[config.mk]
export PLATFORM = sky130hd
export DESIGN_NAME = axi_stream_dw_upsizer
export DESIGN_NICKNAME = d
export VERILOG_FILES = /design/src/rtl/axi_stream_dw_upsizer.sv
export SDC_FILE = /design/constraint.sdc
export NUM_CORES = 1
export LEC_CHECK = 0
export CORE_ASPECT_RATIO = 0.75
export CORE_MARGIN = 2
export CORE_UTILIZATION = 45
export CTS_CLUSTER_SIZE = 10
export DETAILED_ROUTE_END_ITERATION = 10
export HOLD_SLACK_MARGIN = 0.15
export PLACE_DENSITY = 0.76
export SETUP_SLACK_MARGIN = 0.3
export SLEW_MARGIN = 15
export SYNTH_ARGS = -nofsm -noshare
export SYNTH_HDL_FRONTEND = slang
export SYNTH_SLANG_ARGS = --single-unit
[constraint.sdc]
create_clock -name clk_i -period 3.45 [get_ports clk_i]
set_input_delay 0.345 -clock clk_i [delete_from_list [all_inputs] [get_ports clk_i]]
set_output_delay 0.345 -clock clk_i [all_outputs]
set_load 0.01 [all_outputs]
[src/rtl/axi_stream_dw_upsizer.sv]
// AXI-Stream width upsizer: packs Ratio narrow beats into one wide beat, lane 0 first.
// Packets closed early by tlast or a tid/tdest/tuser change have their unfilled lanes nulled.
module axi_stream_dw_upsizer #(
  parameter int DataWidthIn  = 8,
  parameter int DataWidthOut = 32,
  parameter int IdWidth      = 0,
  parameter int DestWidth    = 0,
  parameter int UserWidth    = 0,
  localparam int KeepIn      = DataWidthIn / 8,
  localparam int KeepOut     = DataWidthOut / 8,
  localparam int IdW         = (IdWidth > 0) ? IdWidth : 1,
  localparam int DestW       = (DestWidth > 0) ? DestWidth : 1,
  localparam int UserW       = (UserWidth > 0) ? UserWidth : 1
) (
  input  logic                    clk_i,
  input  logic                    rst_i,
  input  logic [DataWidthIn-1:0]  i_in_tdata,
  input  logic [KeepIn-1:0]       i_in_tstrb,
  input  logic [KeepIn-1:0]       i_in_tkeep,
  input  logic                    i_in_tlast,
  input  logic [IdW-1:0]          i_in_tid,
  input  logic [DestW-1:0]        i_in_tdest,
  input  logic [UserW-1:0]        i_in_tuser,
  input  logic                    i_in_tvalid,
  output logic                    o_in_tready,
  output logic [DataWidthOut-1:0] o_out_tdata,
  output logic [KeepOut-1:0]      o_out_tstrb,
  output logic [KeepOut-1:0]      o_out_tkeep,
  output logic                    o_out_tlast,
  output logic [IdW-1:0]          o_out_tid,
  output logic [DestW-1:0]        o_out_tdest,
  output logic [UserW-1:0]        o_out_tuser,
  output logic                    o_out_tvalid,
  input  logic                    i_out_tready
);

  localparam int Ratio = DataWidthOut / DataWidthIn;
  localparam int IdxW  = (Ratio > 2) ? $clog2(Ratio) : 1;

  if ((DataWidthIn % 8) != 0 || Ratio < 2 || Ratio * DataWidthIn != DataWidthOut) begin : g_bad_params
    $error("axi_stream_dw_upsizer: DataWidthOut must be Ratio*DataWidthIn with Ratio >= 2, DataWidthIn a multiple of 8");
  end

  logic [IdxW-1:0]         r_idx;
  logic                    r_pend;
  logic [DataWidthOut-1:0] r_acc_data;
  logic [KeepOut-1:0]      r_acc_keep;
  logic [KeepOut-1:0]      r_acc_strb;
  logic [IdW-1:0]          r_sb_id;
  logic [DestW-1:0]        r_sb_dest;
  logic [UserW-1:0]        r_sb_user;

  logic [DataWidthOut-1:0] r_out_data;
  logic [KeepOut-1:0]      r_out_keep;
  logic [KeepOut-1:0]      r_out_strb;
  logic                    r_out_last;
  logic [IdW-1:0]          r_out_id;
  logic [DestW-1:0]        r_out_dest;
  logic [UserW-1:0]        r_out_user;
  logic                    r_out_valid;

  logic w_out_free;
  logic w_in_ready;
  logic w_accept;
  logic w_sb_diff;
  logic w_break;
  logic w_complete;

  // Per-lane views: merged (accumulator + incoming beat) and three masked variants.
  logic [DataWidthOut-1:0] w_merge_data, w_cmp_data, w_brk_data, w_pnd_data;
  logic [KeepOut-1:0]      w_merge_keep, w_cmp_keep, w_brk_keep, w_pnd_keep;
  logic [KeepOut-1:0]      w_merge_strb, w_cmp_strb, w_brk_strb, w_pnd_strb;

  assign w_out_free = !r_out_valid || i_out_tready;
  assign w_in_ready = !rst_i && w_out_free && !r_pend;
  assign w_accept   = i_in_tvalid && w_in_ready;

  assign w_sb_diff = ((IdWidth > 0)   && (i_in_tid   != r_sb_id))   ||
                     ((DestWidth > 0) && (i_in_tdest != r_sb_dest)) ||
                     ((UserWidth > 0) && (i_in_tuser != r_sb_user));
  assign w_break    = w_accept && (r_idx != '0) && w_sb_diff;
  assign w_complete = w_accept && !w_break &&
                      ((r_idx == IdxW'(Ratio - 1)) || i_in_tlast);

  for (genvar gi = 0; gi < Ratio; gi++) begin : g_lane
    logic w_sel;
    logic w_le;
    logic w_lt;
    assign w_sel = (r_idx == IdxW'(gi));
    assign w_le  = (IdxW'(gi) <= r_idx);
    assign w_lt  = (IdxW'(gi) <  r_idx);

    assign w_merge_data[gi*DataWidthIn +: DataWidthIn] =
      w_sel ? i_in_tdata : r_acc_data[gi*DataWidthIn +: DataWidthIn];
    assign w_merge_keep[gi*KeepIn +: KeepIn] =
      w_sel ? i_in_tkeep : r_acc_keep[gi*KeepIn +: KeepIn];
    assign w_merge_strb[gi*KeepIn +: KeepIn] =
      w_sel ? i_in_tstrb : r_acc_strb[gi*KeepIn +: KeepIn];

    assign w_cmp_data[gi*DataWidthIn +: DataWidthIn] =
      w_le ? w_merge_data[gi*DataWidthIn +: DataWidthIn] : '0;
    assign w_cmp_keep[gi*KeepIn +: KeepIn] = w_le ? w_merge_keep[gi*KeepIn +: KeepIn] : '0;
    assign w_cmp_strb[gi*KeepIn +: KeepIn] = w_le ? w_merge_strb[gi*KeepIn +: KeepIn] : '0;

    assign w_brk_data[gi*DataWidthIn +: DataWidthIn] =
      w_lt ? r_acc_data[gi*DataWidthIn +: DataWidthIn] : '0;
    assign w_brk_keep[gi*KeepIn +: KeepIn] = w_lt ? r_acc_keep[gi*KeepIn +: KeepIn] : '0;
    assign w_brk_strb[gi*KeepIn +: KeepIn] = w_lt ? r_acc_strb[gi*KeepIn +: KeepIn] : '0;

    assign w_pnd_data[gi*DataWidthIn +: DataWidthIn] =
      (gi == 0) ? r_acc_data[gi*DataWidthIn +: DataWidthIn] : '0;
    assign w_pnd_keep[gi*KeepIn +: KeepIn] = (gi == 0) ? r_acc_keep[gi*KeepIn +: KeepIn] : '0;
    assign w_pnd_strb[gi*KeepIn +: KeepIn] = (gi == 0) ? r_acc_strb[gi*KeepIn +: KeepIn] : '0;
  end

  always_ff @(posedge clk_i) begin
    if (rst_i) begin
      r_idx       <= '0;
      r_pend      <= 1'b0;
      r_acc_data  <= '0;
      r_acc_keep  <= '0;
      r_acc_strb  <= '0;
      r_sb_id     <= '0;
      r_sb_dest   <= '0;
      r_sb_user   <= '0;
      r_out_data  <= '0;
      r_out_keep  <= '0;
      r_out_strb  <= '0;
      r_out_last  <= 1'b0;
      r_out_id    <= '0;
      r_out_dest  <= '0;
      r_out_user  <= '0;
      r_out_valid <= 1'b0;
    end else begin
      if (r_out_valid && i_out_tready) begin
        r_out_valid <= 1'b0;
      end
      if (r_pend && w_out_free) begin
        // Single-lane word left behind by a breaking beat that also carried tlast.
        r_out_valid <= 1'b1;
        r_out_data  <= w_pnd_data;
        r_out_keep  <= w_pnd_keep;
        r_out_strb  <= w_pnd_strb;
        r_out_last  <= 1'b1;
        r_out_id    <= r_sb_id;
        r_out_dest  <= r_sb_dest;
        r_out_user  <= r_sb_user;
        r_pend      <= 1'b0;
      end else if (w_break) begin
        r_out_valid <= 1'b1;
        r_out_data  <= w_brk_data;
        r_out_keep  <= w_brk_keep;
        r_out_strb  <= w_brk_strb;
        r_out_last  <= 1'b0;
        r_out_id    <= r_sb_id;
        r_out_dest  <= r_sb_dest;
        r_out_user  <= r_sb_user;
        r_sb_id     <= i_in_tid;
        r_sb_dest   <= i_in_tdest;
        r_sb_user   <= i_in_tuser;
        r_acc_data[DataWidthIn-1:0] <= i_in_tdata;
        r_acc_keep[KeepIn-1:0]      <= i_in_tkeep;
        r_acc_strb[KeepIn-1:0]      <= i_in_tstrb;
        r_idx       <= i_in_tlast ? '0 : IdxW'(1);
        r_pend      <= i_in_tlast;
      end else if (w_complete) begin
        r_out_valid <= 1'b1;
        r_out_data  <= w_cmp_data;
        r_out_keep  <= w_cmp_keep;
        r_out_strb  <= w_cmp_strb;
        r_out_last  <= i_in_tlast;
        r_out_id    <= (r_idx == '0) ? i_in_tid   : r_sb_id;
        r_out_dest  <= (r_idx == '0) ? i_in_tdest : r_sb_dest;
        r_out_user  <= (r_idx == '0) ? i_in_tuser : r_sb_user;
        r_idx       <= '0;
      end else if (w_accept) begin
        r_acc_data <= w_merge_data;
        r_acc_keep <= w_merge_keep;
        r_acc_strb <= w_merge_strb;
        r_idx      <= r_idx + IdxW'(1);
        if (r_idx == '0) begin
          r_sb_id   <= i_in_tid;
          r_sb_dest <= i_in_tdest;
          r_sb_user <= i_in_tuser;
        end
      end
    end
  end

  assign o_in_tready  = w_in_ready;
  assign o_out_tdata  = r_out_data;
  assign o_out_tkeep  = r_out_keep;
  assign o_out_tstrb  = r_out_strb;
  assign o_out_tlast  = r_out_last;
  assign o_out_tid    = r_out_id;
  assign o_out_tdest  = r_out_dest;
  assign o_out_tuser  = r_out_user;
  assign o_out_tvalid = r_out_valid;

endmodule
==> results of run 1 <==
[cell type report]
cell class	count	area [sq um]	area share, %
Multi-Input combinational cell	209	1675	37.41
Sequential cell	80	1602	35.76
Timing Repair Buffer	78	755.7	16.88
Clock buffer	11	131.4	2.934
Tap cell	105	131.4	2.934
Inverter	27	101.3	2.263
Clock inverter	5	81.33	1.816
[tightest hold or removal path: stages, from the launching register on]
cell,delay (ns)
dfxtp_1,0.31
o311ai_0,0.08
o21ai_1,0.06
[power by group through the flow]
stage	Combinational [mW]	Sequential, mW	Clock [mW]
2_1_floorplan	0.128	0.987	0
3_3_place_gp	0.219	0.984	0
3_5_place_dp	0.225	0.985	0
4_1_cts	0.227	0.963	0.757
5_1_grt	0.247	0.967	0.804
6_report	0.229	0.963	0.745
[sequential cells by signal, summed over array words and instances (netlist names), 2 cells and up]
register and count:
o_out_tdata 32, r_acc_data 24, o_out_tkeep 4, o_out_tstrb 4, r_acc_keep 3, r_acc_strb 3, r_idx 2
[placed cells by master, fill, tap and decap left out, types with 2 or more instances in the layout]
master and instances:
a32o_1 11, a211oi_1 11, o21ai_1 4, nand2_1 13
clkbuf_1 2, ha_1 5, o21ai_0 19, buf_4 14
o31a_1 10, dfxtp_1 80, a311oi_1 23, bufinv_16 2
a31oi_1 10, o31ai_1 10, inv_1 25, clkdlybuf4s50_1 63
o311ai_0 33, clkbuf_8 9, mux2i_1 23, a31o_2 23
[worst max path at each step]
stage | start | endpoint | slack (ns) | depth (start not counted)
after floorplan | r_idx[1]$_SDFFE_PP0P_ | r_acc_data[7]$_SDFFE_PP0P_ | 1.35 | 8
after global placement | i_in_tvalid | o_out_tkeep[3]$_SDFFE_PP0P_ | 1.01 | 4
after detailed placement | i_in_tvalid | o_out_tdata[31]$_SDFFE_PP0P_ | 0.94 | 4
after CTS | r_idx[1]$_SDFFE_PP0P_ | r_acc_data[5]$_SDFFE_PP0P_ | 1.27 | 7
after global routing | r_idx[1]$_SDFFE_PP0P_ | r_acc_data[0]$_SDFFE_PP0P_ | 1.10 | 7
final | r_idx[1]$_SDFFE_PP0P_ | r_acc_data[5]$_SDFFE_PP0P_ | 1.27 | 7
[routing by layer]
| metal | global-route usage (%) | vias to the layer above | part of all wire (%) |
|---|---|---|---|
| li1 | - | 1508 | - |
| met4 | 6.623 | 0 | 1.5 |
| met2 | 35.82 | 128 | 45 |
| met3 | 7.143 | 15 | 6.9 |
| met5 | 0 | - | 0 |
| met1 | 30.22 | 1589 | 46 |
[cells by family (layout without fill, tap and decap cells)]
logic type | Yosys count | after routing
and+or+nand+nor | 24 | 24
AOI/OAI and AO/OA | 157 | 157
buffers and inverters | 74 | 121
DFF | 80 | 80
adders and majority gates | 5 | 5
muxes | 23 | 23
[per-stage QoR]
| stage | util (%) | hold slack [ns] | std cells |
|---|---|---|---|
| after floorplan | - | 0.4680 | 363 |
| after CTS | 57.32 | 0.4909 | 515 |
| after detailed placement | 54.60 | 0.4804 | 499 |
| after global placement | 54.60 | 0.4707 | 499 |
| after global routing | 57.32 | 0.5141 | 515 |
| final | 57.32 | 0.4885 | 515 |
==> metrics.yaml, run 1 <==
logic_synthesis:
  syn-cell-area_sq_um: 3597
  synth_flop_cell: "dfxtp_1"
  synth_top_family_by_area: "compound AO/OA/AOI/OAI gates"
  synthTopCellsByCount: "80 x dfxtp_1, 33 x o311ai_0, 29 x clkbuf_1, 25 x inv_1"
  yosys_warnings: 0
  synth_area_leaders: "dfxtp_1 45%, o311ai_0 8.0%, mux2i_1 6.4%, a311oi_1 5.6%, a31o_2 5.6%"
  synth-async-reset-ratio_pct: 0
  synth_xor_area_share_pct: 0
  yosys.area.top_type: "dfxtp_1"
  avgSynthCellArea_sq_um: 9.910
  ys_seq_area_share_pct: 44.52
  synth-compound-area-share_pct: 34.61
  synth-edff-count: 0
  synth_fp_nets: 386
  ys_seq_elements: 80
  synth_adder_area_share_pct: 1.739
  syn_inst: 363
  synth_mux_area_share_pct: 6.400
  synth-simple-area-share_pct: 3.757
  yosysUniqueCellTypes: 35
  yosysMostFrequentCell: "dfxtp_1"
  synth_top_area_share_pct: 44.52
power_and_ir_drop:
  p_clk_share_pct: 38.4
  internal_power_mw: 1.450
  power_frac_comb_pct: 11.8
  power_switching_mw: 0.4864
  switching_share_pct: 25.11
  power_leakage_nw: 1.537
  power_density_nw_per_um2: 432.5
  total_power_mw: 1.937
  p_seq_share_pct: 49.7
  ir_worst_vdd_mv: 0.2268
grt:
  track_usage_pct: 22.73
  grt_pass1_vias: 2984
  grt_pass1_wl_um: 15340
  globalRouteOverflowTotal: 0
  grt_max_degree: 45
  antenna_found_initial: 0
status:
  run_status: "complete, no violations"
setup_path:
  path_class: "reg2reg"
  rr_startpoint: "r_idx[1]$_SDFFE_PP0P_"
  startpoint_type: "flip-flop"
  crit_path_frequent_cell: "buf_4"
  critPathMaxStageDelay_ns: 0.35
  path_delay_family: "buffers and inverters"
  r2r_cells: 7
  worst_ep_arrival_time_ns: 2.44
  crit_fanout: 27
  cp_slowest_cell: "dfxtp_1"
  reg2reg_to: "r_acc_data[5]$_SDFFE_PP0P_"
  cp.buffers_inverters: 3
  rrSetupSlack_ns: 1.27
  crit_chain: "inv_1 > ha_1 > buf_4 > nor3b_1 > buf_4 > a311oi_1 > a31o_2"
  cp.required_ns: 3.71
  end_kind: "flip-flop"
drt:
  vias: 3240
  vias_per_cell: 6.291
  routedWlPerCell_um: 18.65
  route.detailed.drc: 0
  firstDrtPassIters: 4
  ant_nets: 0
  wirelength_um: 9603
  drt_first_iter_violations: 171
min_path:
  hp-start: "o_out_tdata[21]$_SDFFE_PP0P_"
  hold_depth: 2
  min_path_type: "reg2reg"
  worstHoldEndpoint: "o_out_tdata[21]$_SDFFE_PP0P_"
clocking:
  clock_latency_ns: 0.36
  post_cts_buffers: 0
  cts_tree: "done"
  clk_pin_slew_ns: 0.08
  ctsRootBufferMaster: "clkbuf_8"
  clock_path_buffers: 2
  cts_hold_buf: 0
  cts_resized: 0
  cts.sinks: 80
  h-tree-depth: 3
  cts_buffers: 9
placed_design:
  io_buffers: 63
  dpl.hpwl_um: 6090
  gp_congestion: 0.8080
  post-place-ws_ns: 0.9399
  dpl_cell_area_sq_um: 4265
sta:
  skew_ns: 0.007861
  hold_viol: 0
  finalSetupViolCount: 0
  tightestPinTransition_ns: 0.6477
  slew_viol_final: 0
  period_share_pct: 63.22
  max_freq_mhz: 458.5
  fin_ws_ns: 1.269
  fin_crit_ns: 2.181
  slew_headroom_pct: 56.63
  rsz0062_at_grt: "no"
  fin_setup_tns_ns: 0
layout:
  n_antenna_cell: 0
  design_area_sq_um: 4478
  num-fill-cells: 674
  nets: 428
  drive_gt1_share_pct: 14.15
  area_growth_pct: 24.49
job:
  max_cap_viol_count: 0
floorplanning:
  initial_core_util_pct: 46.04
  ios: 64
  num_rows: 28
  coreArea_sq_um: 7812
  die_w_um: 107.2
  die_area_sq_um: 8733
  fp.dieH_um: 81.43
Note: power is estimated with default switching activity, not from simulation.
==> run 2: changes to the inputs <==
==> constraint.sdc (replaced) <==
create_clock -name clk_i -period 2.2 [get_ports clk_i]
set_input_delay 0.22 -clock clk_i [delete_from_list [all_inputs] [get_ports clk_i]]
set_output_delay 0.22 -clock clk_i [all_outputs]
set_load 0.01 [all_outputs]
==> metrics.yaml, run 2 (synthesized netlist as in run 1, its figures left out) <==
sta:
  tightestPinTransition_ns: 0.6056  # was 0.6477 ns
  skew_ns: 0.004973  # was 0.007861 ns
  finalSetupViolCount: 0  # unchanged
  period_share_pct: 85.61  # was 63.22%
  fin_setup_tns_ns: 0  # unchanged
  slew_viol_final: 0  # unchanged
  fin_ws_ns: 0.3167  # was 1.269 ns
  slew_headroom_pct: 59.40  # was 56.63%
  max_freq_mhz: 531.0  # was 458.5 MHz
  hold_ws_ns: 0.4927  # was 0.4885 ns
  rsz0062_at_grt: "yes"  # was no
  hold_viol: 0  # unchanged
  fin_crit_ns: 1.883  # was 2.181 ns
placed_design:
  post-place-ws_ns: 0.1545  # was 0.9399 ns
  dpl.hpwl_um: 5927  # was 6090 um
  io_buffers: 63  # unchanged
  gp_congestion: 0.8068  # was 0.8080
  placed_cells: 501  # was 499
power_and_ir_drop:
  p_clk_share_pct: 33.9  # was 38.4%
  power_frac_comb_pct: 13.0  # was 11.8%
  power_switching_mw: 0.7643  # was 0.4864 mW
  power_density_nw_per_um2: 630.5  # was 432.5 nW/um^2
  power_leakage_nw: 1.545  # was 1.537 nW
  ir_worst_vdd_mv: 0.4264  # was 0.2268 mV
  switching_share_pct: 26.86  # was 25.11%
  internal_power_mw: 2.081  # was 1.450 mW
  p_seq_share_pct: 53.1  # was 49.7%
setup_path:
  path_class: "reg2reg"  # unchanged
  startpoint_type: "flip-flop"  # unchanged
  cp.required_ns: 2.45  # was 3.71 ns
  cp_slowest_cell: "or4_4"  # was dfxtp_1
  crit_chain: "ha_1 > nor2_2 > or4_4 > a32o_1"  # was inv_1 > ha_1 > buf_4 > nor3b_1 > buf_4 > a311oi_1 > a31o_2
  critPathMaxStageDelay_ns: 0.67  # was 0.35 ns
  rrSetupSlack_ns: 0.32  # was 1.27 ns
  worst_ep_arrival_time_ns: 2.13  # was 2.44 ns
  end_kind: "flip-flop"  # unchanged
  crit_fanout: 44  # was 27
grt:
  grt.busiest_layer: "met2"  # unchanged
  grt_pass1_vias: 2896  # was 2984
  grt_max_degree: 46  # was 45
  globalRouteOverflowTotal: 0  # unchanged
  grt_util_met1_pct: 33.48  # was 30.22%
  grtUsageMet2_pct: 35.25  # was 35.82%
  grt_pass1_wl_um: 15660  # was 15340 um
  track_usage_pct: 23.34  # was 22.73%
  antenna_found_initial: 0  # unchanged
  met3_usage_pct: 6.270  # was 7.143%
clocking:
  clock_path_buffers: 2  # unchanged
  cts_buffers: 9  # unchanged
  h-tree-depth: 3  # unchanged
  cts.sinks: 80  # unchanged
  clk_pin_slew_ns: 0.08  # about the same
  cts_tree: "done"  # unchanged
  clock_latency_ns: 0.35  # was 0.36 ns
  cts_hold_buf: 0  # unchanged
  ctsRootBufferMaster: "clkbuf_8"  # unchanged
floorplanning:
  die_area_sq_um: 8733  # unchanged
  die_w_um: 107.2  # unchanged
  fp.dieH_um: 81.43  # unchanged
  coreArea_sq_um: 7812  # unchanged
  ios: 64  # unchanged
  initial_core_util_pct: 46.04  # unchanged
  num_rows: 28  # unchanged
drt:
  firstDrtPassIters: 5  # was 4
  vias: 3271  # was 3240
  wirelength_um: 10090  # was 9603 um
  drt_first_iter_violations: 282  # was 171
  route.detailed.drc: 0  # unchanged
  routedWlPerCell_um: 19.44  # was 18.65 um
  ant_nets: 0  # unchanged
  vias_per_cell: 6.303  # was 6.291
layout:
  drive_gt1_share_pct: 15.22  # was 14.15%
  area_growth_pct: 25.46  # was 24.49%
  final_cells: 519  # was 515
  num-fill-cells: 669  # was 674
  fin_util_pct: 57.77  # was 57.32%
  nets: 432  # was 428
  final_common_cell: "dfxtp_1"  # unchanged
  n_antenna_cell: 0  # unchanged
  largest_register_ffs: 32  # unchanged
  final_cell_mix: "80 x dfxtp_1, 63 x clkdlybuf4s50_1, 33 x o311ai_0"  # unchanged
status:
  run_status: "complete, no violations"  # unchanged
min_path:
  min_path_type: "reg2reg"  # unchanged
job:
  max_cap_viol_count: 0  # unchanged
## run 2: cell types whose count changed in the layout (fill, tap and decap cells not counted)
| cell | delta |
|---|---|
| buf_12 | +1 |
| bufinv_16 | -2 |
| bufbuf_16 | +1 |
| buf_4 | +2 |
| clkinvlp_4 | +3 |
| clkbuf_8 | +1 |
| nor3b_2 | +1 |
| nor3b_1 | -1 |
| clkinv_2 | -1 |
| clkinv_4 | -1 |
## run 2: path summary, 6_finish.rpt
| path | start | end | cells after the start |
|---|---|---|---|
| min | o_out_tdata[21]$_SDFFE_PP0P_ | o_out_tdata[21]$_SDFFE_PP0P_ | 2 |
| max reg2reg | r_idx[1]$_SDFFE_PP0P_ | o_out_tdata[27]$_SDFFE_PP0P_ | 4 |
| min reg2reg | o_out_tdata[21]$_SDFFE_PP0P_ | o_out_tdata[21]$_SDFFE_PP0P_ | 2 |
| max | r_idx[1]$_SDFFE_PP0P_ | o_out_tdata[27]$_SDFFE_PP0P_ | 4 |
## run 2: repair_timing
item | in CTS | in global routing
gates cloned | 1 | 0
hold endpoints to repair | 0 | 0
setup buffers | 0 | 1
resized for setup | 3 | 0
setup endpoints to repair | 1 | 51
## run 2: cell type report
cell class | instances | area, sq um | share of cell area [%]
sequential | 80 | 1602 | 35.49
timing repair buffer | 82 | 823.3 | 18.24
clock buffer | 12 | 145.1 | 3.216
inverter | 27 | 101.3 | 2.246
multi-input combinational | 209 | 1680 | 37.23
clock inverter | 4 | 30.03 | 0.6654
tap | 105 | 131.4 | 2.911
## run 2: power groups by stage
stage	clock [mW]	combinational (mW)	sequential (mW)
floorplan	0	0.201	1.55
global placement	0	0.350	1.54
detailed placement	0	0.357	1.54
CTS	0.984	0.364	1.51
global route	1.04	0.397	1.52
finish	0.963	0.371	1.51
## run 2: per-stage QoR
stage | total power, mW | cell area (sq um)
floorplan | 1.749 | 3603
global placement | 1.893 | 4285
detailed placement | 1.902 | 4285
CTS | 2.860 | 4506
global route | 2.955 | 4513
finish | 2.845 | 4513
## run 2: worst max-delay path: cells and delay by family, from the launching register on
kind | cells | cell delay (ns)
DFF | 1 | 0.39
and+or+nand+nor | 2 | 0.73
adders and majority gates | 1 | 0.30
AOI/OAI and AO/OA | 1 | 0.35
## run 2: layer usage
metal	share of wire, %	up-vias
met4	0.86	0
met3	7.2	10
met2	45	133
met5	0	-
met1	47	1614
li1	-	1514
==> run 3: changes to the inputs <==
--- a/config.mk
+++ b/config.mk
@@ -6,7 +6,6 @@
 export NUM_CORES = 1
 export LEC_CHECK = 0
 export CORE_ASPECT_RATIO = 0.75
-export CORE_MARGIN = 2
 export CORE_UTILIZATION = 45
 export CTS_CLUSTER_SIZE = 10
 export DETAILED_ROUTE_END_ITERATION = 10
==> metrics.yaml, run 3 (synthesized netlist as in run 1, its figures left out) <==
status:
  run_status: "complete, no violations"  # unchanged
sta:
  rsz0062_at_grt: "yes"  # unchanged
  slew_viol_final: 0  # unchanged
  max_freq_mhz: 530.4  # was 531.0 MHz
  fin_setup_tns_ns: 0  # unchanged
  finalSetupViolCount: 0  # unchanged
  tightestPinTransition_ns: 0.4691  # was 0.6056 ns
  period_share_pct: 85.70  # was 85.61%
  slew_headroom_pct: 68.73  # was 59.40%
  fin_crit_ns: 1.885  # was 1.883 ns
  skew_ns: 0.006645  # was 0.004973 ns
  hold_viol: 0  # unchanged
floorplanning:
  die_area_sq_um: 8359  # was 8733 sq um
  die_w_um: 105.2  # was 107.2 um
  fp.dieH_um: 79.43  # was 81.43 um
  ios: 64  # unchanged
  coreArea_sq_um: 7533  # was 7812 sq um
  num_rows: 27  # was 28
  initial_core_util_pct: 47.75  # was 46.04%
setup_path:
  crit_fanout: 22  # was 44
  end_kind: "primary output"  # was flip-flop
  cp.required_ns: 1.98  # was 2.45 ns
  startpoint_type: "flip-flop"  # unchanged
  worst_ep_arrival_time_ns: 1.67  # was 2.13 ns
  path_class: "reg2out"  # was reg2reg
  crit_start: "o_out_tvalid$_SDFFE_PP0P_"  # was r_idx[1]$_SDFFE_PP0P_
  rr_startpoint: "r_idx[1]$_SDFFE_PP0P_"  # unchanged
drt:
  drt-met1-wl_um: 4492  # was 4728 um
  routedWlPerCell_um: 19.03  # was 19.44 um
  firstDrtPassIters: 4  # was 5
  vias: 3226  # was 3271
  ant_nets: 0  # unchanged
  met3WireLength_um: 623  # was 731 um
  wl_met2_um: 4511  # was 4540 um
  route.detailed.drc: 0  # unchanged
  wirelength_um: 9821  # was 10090 um
  vias_per_cell: 6.252  # was 6.303
  drt_first_iter_violations: 190  # was 282
  routed.top_layer: "met4"  # unchanged
layout:
  final_cell_mix: "80 x dfxtp_1, 63 x clkdlybuf4s50_1, 33 x o311ai_0"  # unchanged
  area_growth_pct: 26.61  # was 25.46%
  drive_gt1_share_pct: 15.66  # was 15.22%
  num-fill-cells: 670  # was 669
  nets: 433  # was 432
  largest_register_ffs: 32  # unchanged
  final_common_cell: "dfxtp_1"  # unchanged
  n_antenna_cell: 0  # unchanged
  final_cells: 516  # was 519
grt:
  grt_pass1_wl_um: 15730  # was 15660 um
  globalRouteOverflowTotal: 0  # unchanged
  antenna_found_initial: 0  # unchanged
  track_usage_pct: 24.18  # was 23.34%
  grt_pass1_vias: 3007  # was 2896
  grt_max_degree: 45  # was 46
power_and_ir_drop:
  total_power_mw: 3.128  # was 2.845 mW
  power_leakage_nw: 1.584  # was 1.545 nW
  power_density_nw_per_um2: 686.9  # was 630.5 nW/um^2
  ir_worst_vdd_mv: 0.4239  # was 0.4264 mV
clocking:
  h-tree-depth: 3  # unchanged
  clock_latency_ns: 0.36  # was 0.35 ns
  post_cts_buffers: 0  # unchanged
  ctsRootBufferMaster: "clkbuf_8"  # unchanged
  clk_pin_slew_ns: 0.08  # about the same
  cts.sinks: 80  # unchanged
  clock_path_buffers: 2  # unchanged
  cts_tree: "done"  # unchanged
  cts_buffers: 9  # unchanged
placed_design:
  dpl.hpwl_um: 6049  # was 5927 um
  gp_congestion: 0.7614  # was 0.8068
  placed_cells: 500  # was 501
  io_buffers: 63  # unchanged
min_path:
  min_path_type: "reg2reg"  # unchanged
  hp-start: "o_out_tdata[22]$_SDFFE_PP0P_"  # was o_out_tdata[21]$_SDFFE_PP0P_
job:
  max_cap_viol_count: 0  # unchanged
==> run 3: repair_timing <==
action                                 4_1_cts  5_1_grt
setup endpoints to repair                    1       27
hold buffers                                 0        0
cloned                                       0        0
endpoints found under the hold margin        0        0
pin swaps                                    0        0
gates resized for setup                      3        2
==> run 3: where the power goes <==
part	switching (mW)	internal, mW
combinational	0.215	0.150
clock	0.518	0.734
sequential	0.0220	1.49
total	0.755	2.37
==> run 3: through the flow <==
step                      area (sq um)  setup slack [ns]  hold WS (ns)  utilization [%]
final                             4554            0.3145        0.4820            60.46
after global routing              4554            0.2223        0.5153            60.46
after detailed placement          4303            0.1674        0.4761            57.12
after global placement            4303            0.1912        0.4738            57.12
after CTS                         4547            0.3006        0.4870            60.36
after floorplan                   3603            0.3665        0.3430                -
==> run 3: cell type report <==
type                    count  area (sq um)  area share [%]
clock buffers              14         172.7           3.791
clock inverters             2         60.06           1.319
inverters                  27         101.3           2.225
multi-input cells         209          1683           36.95
flip-flops and latches     80          1602           35.16
well taps                 101         126.4           2.775
repair buffers             83         809.5           17.77
==> run 3: path summary, 6_finish.rpt <==
kind	endpoint	slack [ns]	depth (start not counted)
max	o_in_tready	0.31	4
min reg2reg	o_out_tdata[22]$_SDFFE_PP0P_	0.48	2
max reg2reg	o_out_tdata[27]$_SDFFE_PP0P_	0.33	4
min	o_out_tdata[22]$_SDFFE_PP0P_	0.48	2
==> run 3: critical path: stages (launching register included) <==
cell	delay, ns
dfxtp_1	0.38
nor2b_4	0.22
buf_12	0.17
nor2_1	0.05
clkdlybuf4s50_1	0.49
==> run 3: metal layers <==
layer / vias up / GRT usage (%)
met4: 0 / 10.28
met1: 1573 / 31.88
met5: - / 0
li1: 1519 / -
met3: 17 / 5.878
met2: 117 / 37.89
